**src/rtl/memtest_pkg.sv**
```systemverilog
// Shared types and constants for the memtest speed-step scheduler.
// Latency: n/a (declarations only).
// Backpressure: n/a.
package memtest_pkg;

    localparam int POS_W           = 4;
    localparam int NUM_POS         = 11;
    localparam int DEFAULT_TIMEOUT = 1000;
    localparam int DEFAULT_SETTLE  = 50_000_000;

    // Full reconfiguration sequence; the handshake sub-module walks LOAD..RUN.
    typedef enum logic [2:0] {
        ST_IDLE,
        ST_LOAD,
        ST_WAIT,
        ST_ARM,
        ST_RUN,
        ST_SETTLE
    } state_e;

    // Scheduler view: the whole LOAD..RUN span collapses into SCH_RECFG.
    typedef enum logic [1:0] {
        SCH_IDLE,
        SCH_RECFG,
        SCH_SETTLE
    } sched_e;

    // BCD MHz per frequency index, fastest first.
    localparam logic [11:0] FREQ_BCD [NUM_POS] = '{
        12'h167, 12'h160, 12'h150, 12'h140, 12'h130, 12'h120,
        12'h110, 12'h100, 12'h090, 12'h080, 12'h070
    };

    function automatic logic [11:0] freq_of(input logic [POS_W-1:0] pos);
        if (pos < POS_W'(NUM_POS)) begin
            return FREQ_BCD[pos];
        end
        return 12'h000;
    endfunction

endpackage

```
**src/rtl/memtest_speed_sched_if.sv**
```systemverilog
// Handshake bundle between the scheduler and the PLL reconfiguration sequencer.
// Latency: n/a (wires only).
// Backpressure: busy from the pll_reconfig megafunction stalls ARM and ends RUN.
// Signals: start (one-cycle request), done/timed_out (end of RUN, combinational),
// busy (pll_reconfig busy), write_from_rom/reconfig/reconfig_reset/timeout pulses.
interface memtest_speed_sched_if;

    logic start;
    logic done;
    logic timed_out;
    logic busy;
    logic write_from_rom;
    logic reconfig;
    logic reconfig_reset;
    logic timeout;

    modport master (
        output start, busy,
        input  done, timed_out, write_from_rom, reconfig, reconfig_reset, timeout
    );

    modport slave (
        input  start, busy,
        output done, timed_out, write_from_rom, reconfig, reconfig_reset, timeout
    );

endinterface

```
**src/rtl/pll_rcfg_handshake.sv**
```systemverilog
// ROM-driven pll_reconfig sequencer: LOAD, WAIT, ARM, RUN with a RUN watchdog.
// Latency: write_from_rom 1 cycle after start, reconfig 3 cycles after start when idle.
// Backpressure: ARM holds while busy is high; RUN ends on busy low or watchdog expiry.
// Ports: clk_i, reset_i (sync, active high), hs (slave side of the handshake bundle).
module pll_rcfg_handshake
    import memtest_pkg::*;
#(
    parameter int TIMEOUT = DEFAULT_TIMEOUT
) (
    input  logic                  clk_i,
    input  logic                  reset_i,
    memtest_speed_sched_if.slave  hs
);

    localparam int WD_W = $clog2(TIMEOUT + 1);

    state_e            state_q, state_d;
    logic [WD_W-1:0]   wd_q, wd_d;
    logic [1:0]        mask_q, mask_d;
    logic              wfr_q, wfr_d;
    logic              rc_q, rc_d;
    logic              rr_q, rr_d;
    logic              to_q, to_d;
    logic              done_c;
    logic              tmo_c;

    always_comb begin
        state_d = state_q;
        wd_d    = wd_q;
        mask_d  = mask_q;
        wfr_d   = 1'b0;
        rc_d    = 1'b0;
        rr_d    = 1'b0;
        to_d    = 1'b0;
        done_c  = 1'b0;
        tmo_c   = 1'b0;

        case (state_q)
            ST_IDLE: begin
                if (hs.start) begin
                    state_d = ST_LOAD;
                    wfr_d   = 1'b1;
                end
            end
            ST_LOAD: begin
                state_d = ST_WAIT;
            end
            ST_WAIT, ST_ARM: begin
                state_d = ST_ARM;
                if (state_q == ST_ARM && rc_q) begin
                    // reconfig is on the wire this cycle; RUN starts next.
                    state_d = ST_RUN;
                    wd_d    = wd_q - WD_W'(1);
                    mask_d  = 2'd0;
                end else if (!hs.busy) begin
                    // busy is looked at one cycle ahead so the registered
                    // reconfig pulse lands in the first ARM cycle.
                    rc_d = 1'b1;
                    wd_d = WD_W'(TIMEOUT);
                end
            end
            ST_RUN: begin
                wd_d = wd_q - WD_W'(1);
                if (mask_q != 2'd2) begin
                    mask_d = mask_q + 2'd1;
                end
                // busy is ignored for the first two RUN cycles while the
                // megafunction raises it; done beats a simultaneous expiry.
                if (mask_q == 2'd2 && !hs.busy) begin
                    done_c  = 1'b1;
                    state_d = ST_IDLE;
                end else if (wd_q <= WD_W'(2)) begin
                    // Post-decrement count has reached 1: give up.
                    tmo_c   = 1'b1;
                    rr_d    = 1'b1;
                    to_d    = 1'b1;
                    state_d = ST_IDLE;
                end
            end
            default: begin
                state_d = ST_IDLE;
            end
        endcase
    end

    always_ff @(posedge clk_i) begin
        if (reset_i) begin
            state_q <= ST_IDLE;
            wd_q    <= '0;
            mask_q  <= 2'd0;
            wfr_q   <= 1'b0;
            rc_q    <= 1'b0;
            rr_q    <= 1'b0;
            to_q    <= 1'b0;
        end else begin
            state_q <= state_d;
            wd_q    <= wd_d;
            mask_q  <= mask_d;
            wfr_q   <= wfr_d;
            rc_q    <= rc_d;
            rr_q    <= rr_d;
            to_q    <= to_d;
        end
    end

    assign hs.done           = done_c;
    assign hs.timed_out      = tmo_c;
    assign hs.write_from_rom = wfr_q;
    assign hs.reconfig       = rc_q;
    assign hs.reconfig_reset = rr_q;
    assign hs.timeout        = to_q;

endmodule

```
**src/rtl/memtest_speed_sched.sv**
```systemverilog
// Speed-step scheduler: buttons, auto-start and pass/fail status into PLL reconfigurations.
// Latency: request sampled in N gives pos/auto/recfg in N+1, reconfig pulse in N+3.
// Backpressure: requests outside IDLE/SETTLE are dropped; a request in SETTLE aborts it.
// Ports: clk_i/reset_i; btn_up/down/auto and start_auto controls; pass/fail (async);
// busy_i from pll_reconfig; pos/freq/auto/recfg/settle status; reconfig pulses.
module memtest_speed_sched
    import memtest_pkg::*;
#(
    parameter int DEFAULT_POS   = 7,
    parameter int POS_MAX       = 10,
    parameter int TIMEOUT       = DEFAULT_TIMEOUT,
    parameter int SETTLE_CYCLES = DEFAULT_SETTLE
) (
    input  logic              clk_i,
    input  logic              reset_i,
    input  logic              btn_up_i,
    input  logic              btn_down_i,
    input  logic              btn_auto_i,
    input  logic              start_auto_i,
    input  logic              pass_nz_i,
    input  logic              fail_nz_i,
    input  logic              busy_i,
    output logic [POS_W-1:0]  pos_o,
    output logic [11:0]       freq_o,
    output logic              auto_o,
    output logic              recfg_o,
    output logic              write_from_rom_o,
    output logic              reconfig_o,
    output logic              reconfig_reset_o,
    output logic              timeout_o,
    output logic              settle_o
);

    localparam int SC_W = $clog2(SETTLE_CYCLES + 1);

    memtest_speed_sched_if hs_if ();

    logic             btn_up_q, btn_up_d;
    logic             btn_down_q, btn_down_d;
    logic             btn_auto_q, btn_auto_d;
    logic             pass_s1_q, pass_s1_d, pass_s2_q, pass_s2_d;
    logic             fail_s1_q, fail_s1_d, fail_s2_q, fail_s2_d;
    logic [POS_W-1:0] pos_q, pos_d;
    logic             auto_q, auto_d;
    sched_e           sched_q, sched_d;
    logic [SC_W-1:0]  settle_cnt_q, settle_cnt_d;
    logic             recfg_q, recfg_d;
    logic             settle_q, settle_d;

    logic             up_ev, down_ev, auto_ev;
    logic             req, accept;
    logic [POS_W-1:0] pos_n;
    logic             auto_n;

    always_comb begin
        btn_up_d     = btn_up_i;
        btn_down_d   = btn_down_i;
        btn_auto_d   = btn_auto_i;
        pass_s1_d    = pass_nz_i;
        pass_s2_d    = pass_s1_q;
        fail_s1_d    = fail_nz_i;
        fail_s2_d    = fail_s1_q;
        pos_d        = pos_q;
        auto_d       = auto_q;
        sched_d      = sched_q;
        settle_cnt_d = settle_cnt_q;

        up_ev   = btn_up_i & ~btn_up_q;
        down_ev = btn_down_i & ~btn_down_q;
        auto_ev = btn_auto_i & ~btn_auto_q;

        // Highest-priority valid request wins; ignored cases are not requests,
        // so they never reach the reconfiguration path. A held start_auto is
        // idempotent once pos is 0 in auto mode.
        req    = 1'b0;
        pos_n  = pos_q;
        auto_n = auto_q;
        if (start_auto_i && !(pos_q == '0 && auto_q)) begin
            req    = 1'b1;
            pos_n  = '0;
            auto_n = 1'b1;
        end else if (sched_q == SCH_IDLE && auto_q && pass_s2_q && fail_s2_q
                     && pos_q < POS_W'(POS_MAX)) begin
            req   = 1'b1;
            pos_n = pos_q + POS_W'(1);
        end else if (auto_ev && auto_q) begin
            req    = 1'b1;
            auto_n = 1'b0;
        end else if (auto_ev) begin
            req    = 1'b1;
            pos_n  = '0;
            auto_n = 1'b1;
        end else if (down_ev && pos_q < POS_W'(POS_MAX)) begin
            req    = 1'b1;
            pos_n  = pos_q + POS_W'(1);
            auto_n = 1'b0;
        end else if (up_ev && pos_q > '0) begin
            req    = 1'b1;
            pos_n  = pos_q - POS_W'(1);
            auto_n = 1'b0;
        end

        accept = req && (sched_q == SCH_IDLE || sched_q == SCH_SETTLE);

        case (sched_q)
            SCH_IDLE: begin
                settle_cnt_d = '0;
            end
            SCH_RECFG: begin
                if (hs_if.done || hs_if.timed_out) begin
                    sched_d      = SCH_SETTLE;
                    settle_cnt_d = '0;
                end
            end
            SCH_SETTLE: begin
                if (settle_cnt_q == SC_W'(SETTLE_CYCLES - 1)) begin
                    sched_d      = SCH_IDLE;
                    settle_cnt_d = '0;
                end else begin
                    settle_cnt_d = settle_cnt_q + SC_W'(1);
                end
            end
            default: begin
                sched_d = SCH_IDLE;
            end
        endcase

        // pos only moves here, so it is frozen while the ROM is read.
        if (accept) begin
            pos_d        = pos_n;
            auto_d       = auto_n;
            sched_d      = SCH_RECFG;
            settle_cnt_d = '0;
        end

        recfg_d  = (sched_d == SCH_RECFG);
        settle_d = (sched_d == SCH_SETTLE);
    end

    always_ff @(posedge clk_i) begin
        if (reset_i) begin
            btn_up_q     <= 1'b0;
            btn_down_q   <= 1'b0;
            btn_auto_q   <= 1'b0;
            pass_s1_q    <= 1'b0;
            pass_s2_q    <= 1'b0;
            fail_s1_q    <= 1'b0;
            fail_s2_q    <= 1'b0;
            pos_q        <= POS_W'(DEFAULT_POS);
            auto_q       <= 1'b0;
            sched_q      <= SCH_IDLE;
            settle_cnt_q <= '0;
            recfg_q      <= 1'b0;
            settle_q     <= 1'b0;
        end else begin
            btn_up_q     <= btn_up_d;
            btn_down_q   <= btn_down_d;
            btn_auto_q   <= btn_auto_d;
            pass_s1_q    <= pass_s1_d;
            pass_s2_q    <= pass_s2_d;
            fail_s1_q    <= fail_s1_d;
            fail_s2_q    <= fail_s2_d;
            pos_q        <= pos_d;
            auto_q       <= auto_d;
            sched_q      <= sched_d;
            settle_cnt_q <= settle_cnt_d;
            recfg_q      <= recfg_d;
            settle_q     <= settle_d;
        end
    end

    assign hs_if.start = accept;
    assign hs_if.busy  = busy_i;

    pll_rcfg_handshake #(
        .TIMEOUT (TIMEOUT)
    ) u_hs (
        .clk_i   (clk_i),
        .reset_i (reset_i),
        .hs      (hs_if)
    );

    assign pos_o            = pos_q;
    assign freq_o           = freq_of(pos_q);
    assign auto_o           = auto_q;
    assign recfg_o          = recfg_q;
    assign settle_o         = settle_q;
    assign write_from_rom_o = hs_if.write_from_rom;
    assign reconfig_o       = hs_if.reconfig;
    assign reconfig_reset_o = hs_if.reconfig_reset;
    assign timeout_o        = hs_if.timeout;

endmodule

```
**config.mk**
```make
export PLATFORM = sky130hd
export DESIGN_NAME = memtest_speed_sched
export DESIGN_NICKNAME = d
export VERILOG_FILES = /design/src/rtl/memtest_pkg.sv /design/src/rtl/memtest_speed_sched_if.sv /design/src/rtl/pll_rcfg_handshake.sv /design/src/rtl/memtest_speed_sched.sv
export SDC_FILE = /design/constraint.sdc
export NUM_CORES = 1
export LEC_CHECK = 0
export BUFFER_PORTS_ARGS = -buffer_cell sky130_fd_sc_hd__buf_4
export CAP_MARGIN = 20
export CORE_MARGIN = 4
export CORE_UTILIZATION = 30
export CTS_CLUSTER_DIAMETER = 100
export CTS_CLUSTER_SIZE = 28
export DETAILED_ROUTE_END_ITERATION = 12
export GPL_TIMING_DRIVEN = 0
export PLACE_DENSITY_LB_ADDON = 0.08
export SYNTH_ARGS = -nofsm -noshare
export SYNTH_HDL_FRONTEND = slang
export SYNTH_SLANG_ARGS = --single-unit
```
**constraint.sdc**
```tcl
create_clock -name clk_i -period 5.1 [get_ports clk_i]
set_input_delay 1.02 -clock clk_i [delete_from_list [all_inputs] [get_ports clk_i]]
set_output_delay 1.02 -clock clk_i [all_outputs]
set_load 0.1 [all_outputs]
```
Word-level counts from Yosys, hierarchy flattened:

Memories as Yosys holds them, arrays and structs flattened.
Cells that the tools add are included.
W data, S select, Z words.

* add/subtract/negate cells: 5
* $mul: 0
* div/mod/pow operators: 0
* $lt $le $gt $ge: 5
* equal/unequal tests: 19
* shift operators: 0
* mux-type cells: 48
* bitwise operators: 9
* reduce and logical (&&, ||, !) cells: 33

Operators with widths (count)
* $pmux W26 S3: 1
* $mux W26: 2
* $mux W12: 4
* $add A26 B1 Y26 const B: 1
* $eq A26 B26 Y1 const B: 1
* $mux W4: 6
* $mux W1: 20
* $mux W10: 2
* $pmux W10 S2: 1
* $logic_and A1 B1 Y1: 12
* $mux W3: 4
* $pmux W3 S4: 1
* $le A10 B2 Y1 const B: 1
* $mux W2: 5
* $reduce_bool A5 Y1: 2
* $sub A10 B1 Y10 const B: 1
* $reduce_and A3 Y1: 3
* $lt A4 B4 Y1 const B: 2
* $ne A2 B2 Y1 const B: 4
* $eq A2 B2 Y1 const B: 3
* $eq A3 B2 Y1 const B: 2
* $pmux W2 S3: 1
* $reduce_and A2 Y1: 3
* $reduce_or A2 Y1: 3
* 24 further kinds: 34

* register bits: 60
* bits in latches: 0
* RAM bits: 0
* memory bits (read-only): 192
* bits of input ports: 9
* output and inout bits: 23
* logic and storage cells: 139
* memories kept: 1

Memory list
* (name not given): words 16, bits a word 12, read ports 1, clocked after Yosys merged registers in 0, write ports 0, line memtest_pkg.sv:36 `return FREQ_BCD[pos];`

Logic depth before layout (Yosys ltp):

* depth after elaboration: 12
* mapped depth: 9
* mapped depth without buffers: 7

By module:

A second synthesis with hierarchy kept.

* cell total of the unflattened synthesis: 371
* area total of the unflattened synthesis: 3199.3 um^2

Modules (own cells, without submodules)
* memtest_speed_sched: instances 1, cells an instance 263, area an instance 2269.7 um^2, seq. area each 840.8 um^2
* pll_rcfg_handshake: instances 1, cells an instance 108, area an instance 929.6 um^2, seq. area each 360.3 um^2

Least setup slack after synthesis:

Ideal clock, no wire load.

* path kind: reg-to-output
* start: register pos_q[2] (netlist: pos_o[2])
* end: output port freq_o[4]
* data arrival time: 3.707 ns
* data required time: 4.080 ns
* slack: 0.373 ns
* stages on the path, launching flop included: 4
* path buffers: 1
* cells stage by stage: dfxtp_1 -> clkbuf_1 -> inv_1 -> o31ai_1

* word-level cells in the longest chain between the ends: 6
* elaborated cells on any way between the ends: 8
* classes of those cells: order compare (1); mux (5); bitwise (1); memory (1)

RTL lines
* start, declared: line memtest_speed_sched.sv:43 `logic [POS_W-1:0] pos_q, pos_d;`
* start signal, assigned: line memtest_speed_sched.sv:149 `pos_q <= POS_W'(DEFAULT_POS);`
* start signal, assigned: line memtest_speed_sched.sv:163 `pos_q <= pos_d;`
* $not A4 Y5 (not written as such): line memtest_pkg.sv:36
* $mem_v2 Z16 W12
* $mux W12 (not written as such) (2 in a row): line memtest_pkg.sv:36
* $mux W12: line memtest_pkg.sv:35 `if (pos < POS_W'(NUM_POS)) begin`
* $mux W12 (*): line memtest_pkg.sv:38 `return 12'h000;`
* end, declared: line memtest_speed_sched.sv:24 `output logic [11:0] freq_o,`

Mark *: on every way between the ends. The rest lies on a longest branch, timed or not. The select of a mux whose other input is x is not followed.

Worst setup path in the final report:

* start: register pos_q[1] (netlist: pos_o[1])
* end: output port freq_o[1]

Same word-level chain as after synthesis.

==> metrics <==
ys async rst share=0; status=finished clean; Multi-input gate area=1810 µm²; Finished Layout Cells=553; Worst R2R Start=pos_o[1]$_SDFFE_PP1P_; Layout area overhead=19.0%; layout cells sized above 1=0.168; CP Cell Sequence=clkbuf_1, inv_1, ha_1, ha_1, nor2b_1, buf_4, buf_4; ys flop type=dfxtp_1; n_diodes=0; routed length on met2=3.69 mm; Synth top area share=0.375; number of synthesized flops with an enable pin=0; global-route wire length before repair=13.8 mm; fin crit share=0.624; total global routing overflow=0; total track usage=0.135; worst path required time=4.08 ns; Total Wirelength=7.91 mm; Starting Density=0.309; largest net degree at the start of global routing=13; RSZ-0062 raised after global routing=false; Clock Path Buffers=2; Final nets=430; Leakage=0.00133 µW; Rel. slew slack=0.486; Worst Setup Start Kind=flop; TritonCTS clock tree=yes; CTS buffer count=9; FF-to-FF path depth=9; Mapped Cells=371; DRT met1 WL=3.80 mm; Setup-failing EPs final=0; via count=2,845; Seq/Total Area, Yosys=0.375; CP max stage cell=dfxtp_1; Crit Path Class=flop to primary output; remaining antenna violation count=0; hold_buf cts=0; setup bufs post-CTS=0; Clock transition at path regs=0.08 ns; DR iter-0 viols=143; number of vias per cell=5.14; Max stage delay on crit path=0.39 ns; max-slew violation count=0; cts repair resizes=0; DR pass1 iterations=4; FF+latch area=1200 µm²; Cell variety after synth=58; hold crit path type=flop to flop; row cnt=37; IO Pins=32; final hold violation count=0; Max Freq=0.314 GHz; CP Max Fanout=10; core area=10,400 µm²; Syn. warnings=0; routed len/inst=14.3 µm; met3 WL=275 µm; end of the worst register-to-register path=settle_o$_SDFF_PP0_; die area=12,400 µm²; initial antenna violation count=0; critical path capture point type=primary output; Die W=111 µm; Sink Count=60; Period minus WS final=3.18 ns; most frequent cells in the layout=60 x dfxtp_1, 34 x buf_4, 33 x nor2_1; MaxCap Viol Count=0; Worst-Skew Late Latency=0.35 ns; most common cell after layout, fill and taps aside=dfxtp_1; Post-Route Setup TNS=0 ns; crit path DAT=2.16 ns; syn_area_per_cell=8.63 µm²; Synth area leaders=dfxtp_1 38%, a21oi_1 4.8%, nor2_1 3.9%; pwr/cell area=335 nW/µm²; FF-to-FF setup slack=2.28 ns; HPWL after DPL=5.74 mm; number of global-route vias before repair=2,801; flops & latches, synth=60; Placer Congestion=0.778; Post-Syn Area=3200 µm²; CTS root buffer=clkbuf_8; Filler cells=1,107; H-tree depth=3; die height=111 µm; CP startpoint=pos_o[1]$_SDFFE_PP1P_; final setup skew=0.00806 ns; CP endpoint=freq_o[1]; Inst Count DP=537; top sig layer=met4; peak supply drop=0.189 mV; Yosys top cell by area=dfxtp_1; DRC viols=0; worst slew pin tran=0.766 ns; port bufs=27
[cell type report]
type,count,area share
clock buffers,9,0.0325
multi-input cells,274,0.475
well taps,136,0.0447
plain buffers,26,0.0394
clock inverters,7,0.0260
repair buffers,27,0.0532
inverters,14,0.0138
flip-flops and latches,60,0.315
[worst max-delay path: cells and delay by family, from the launching register on]
| kind | cells | cell delay (ns) |
|---|---|---|
| flops | 1 | 0.39 |
| simple gates | 1 | 0.15 |
| buf+inv | 4 | 0.88 |
| fa+ha+maj | 2 | 0.39 |
[Yosys cell counts, types with 5 or more instances]
cell type / number
nor2_1: 33
a21oi_1: 31
nand3_1: 11
ha_1: 9
a311oi_1: 8
clkbuf_1: 13
a31oi_1: 5
nand4_1: 6
buf_4: 7
o21ai_0: 12
a41oi_1: 5
nor2b_1: 14
dfxtp_1: 60
nor4_1: 5
xor2_1: 10
or4_1: 9
nor3_1: 12
nand2b_1: 11
inv_1: 14
o31ai_1: 12
and3_1: 5
nand2_1: 16
[metrics by stage]
step / setup WS [ns] / hold WS [ns] / instance area, µm² / power (µW) / utilization
floorplan: 0.373 / 0.414 / 3210 / 743 / -
finish: 1.92 / 0.443 / 3810 / 1280 / 0.367
global route: 1.81 / 0.468 / 3810 / 1340 / 0.367
global placement: 2.25 / 0.419 / 3580 / 807 / 0.346
detailed placement: 2.23 / 0.428 / 3580 / 806 / 0.346
CTS: 1.90 / 0.447 / 3810 / 1300 / 0.367
[layer usage]
layer | vias to the layer above | GRT usage
met4 | 0 | 0.0462
met5 | - | 0
li1 | 1447 | -
met3 | 10 | 0.0371
met1 | 1344 | 0.172
met2 | 44 | 0.219
[cell families after synthesis]
logic type	after synthesis	synth area share
adders and majority gates	9	0.0352
DFF	60	0.375
xor gates and xnor gates	14	0.0383
and+or+nand+nor	143	0.254
buffers and inverters	40	0.0633
muxes	2	0.00665
other	1	0.00117
AOI/OAI and AO/OA	102	0.226
[worst min path at each step]
stage | start | to | slack, ns | cells after the start
floorplan | fail_s1_q$_SDFF_PP0_ | fail_s2_q$_SDFF_PP0_ | 0.41 | 1
global placement | fail_s1_q$_SDFF_PP0_ | fail_s2_q$_SDFF_PP0_ | 0.42 | 1
detailed placement | fail_s1_q$_SDFF_PP0_ | fail_s2_q$_SDFF_PP0_ | 0.43 | 1
CTS | fail_s1_q$_SDFF_PP0_ | fail_s2_q$_SDFF_PP0_ | 0.45 | 1
global route | fail_s1_q$_SDFF_PP0_ | fail_s2_q$_SDFF_PP0_ | 0.47 | 1
finish | fail_s1_q$_SDFF_PP0_ | fail_s2_q$_SDFF_PP0_ | 0.44 | 1
[registers in the layout, indices dropped and copies added, names as in the netlist, 2 cells and up]
register,cells
u_hs.wd_q,10
u_hs.mask_q,2
settle_cnt_q,26
pos_o,4
sched_q,2
u_hs.state_q,3
[power by group]
group          leakage, µW  internal, µW  switching (µW)
clock             0.000110           277             205
sequential        0.000489           490            22.7
combinational     0.000727          81.8             200
Power figures use the tool's default switching activity.
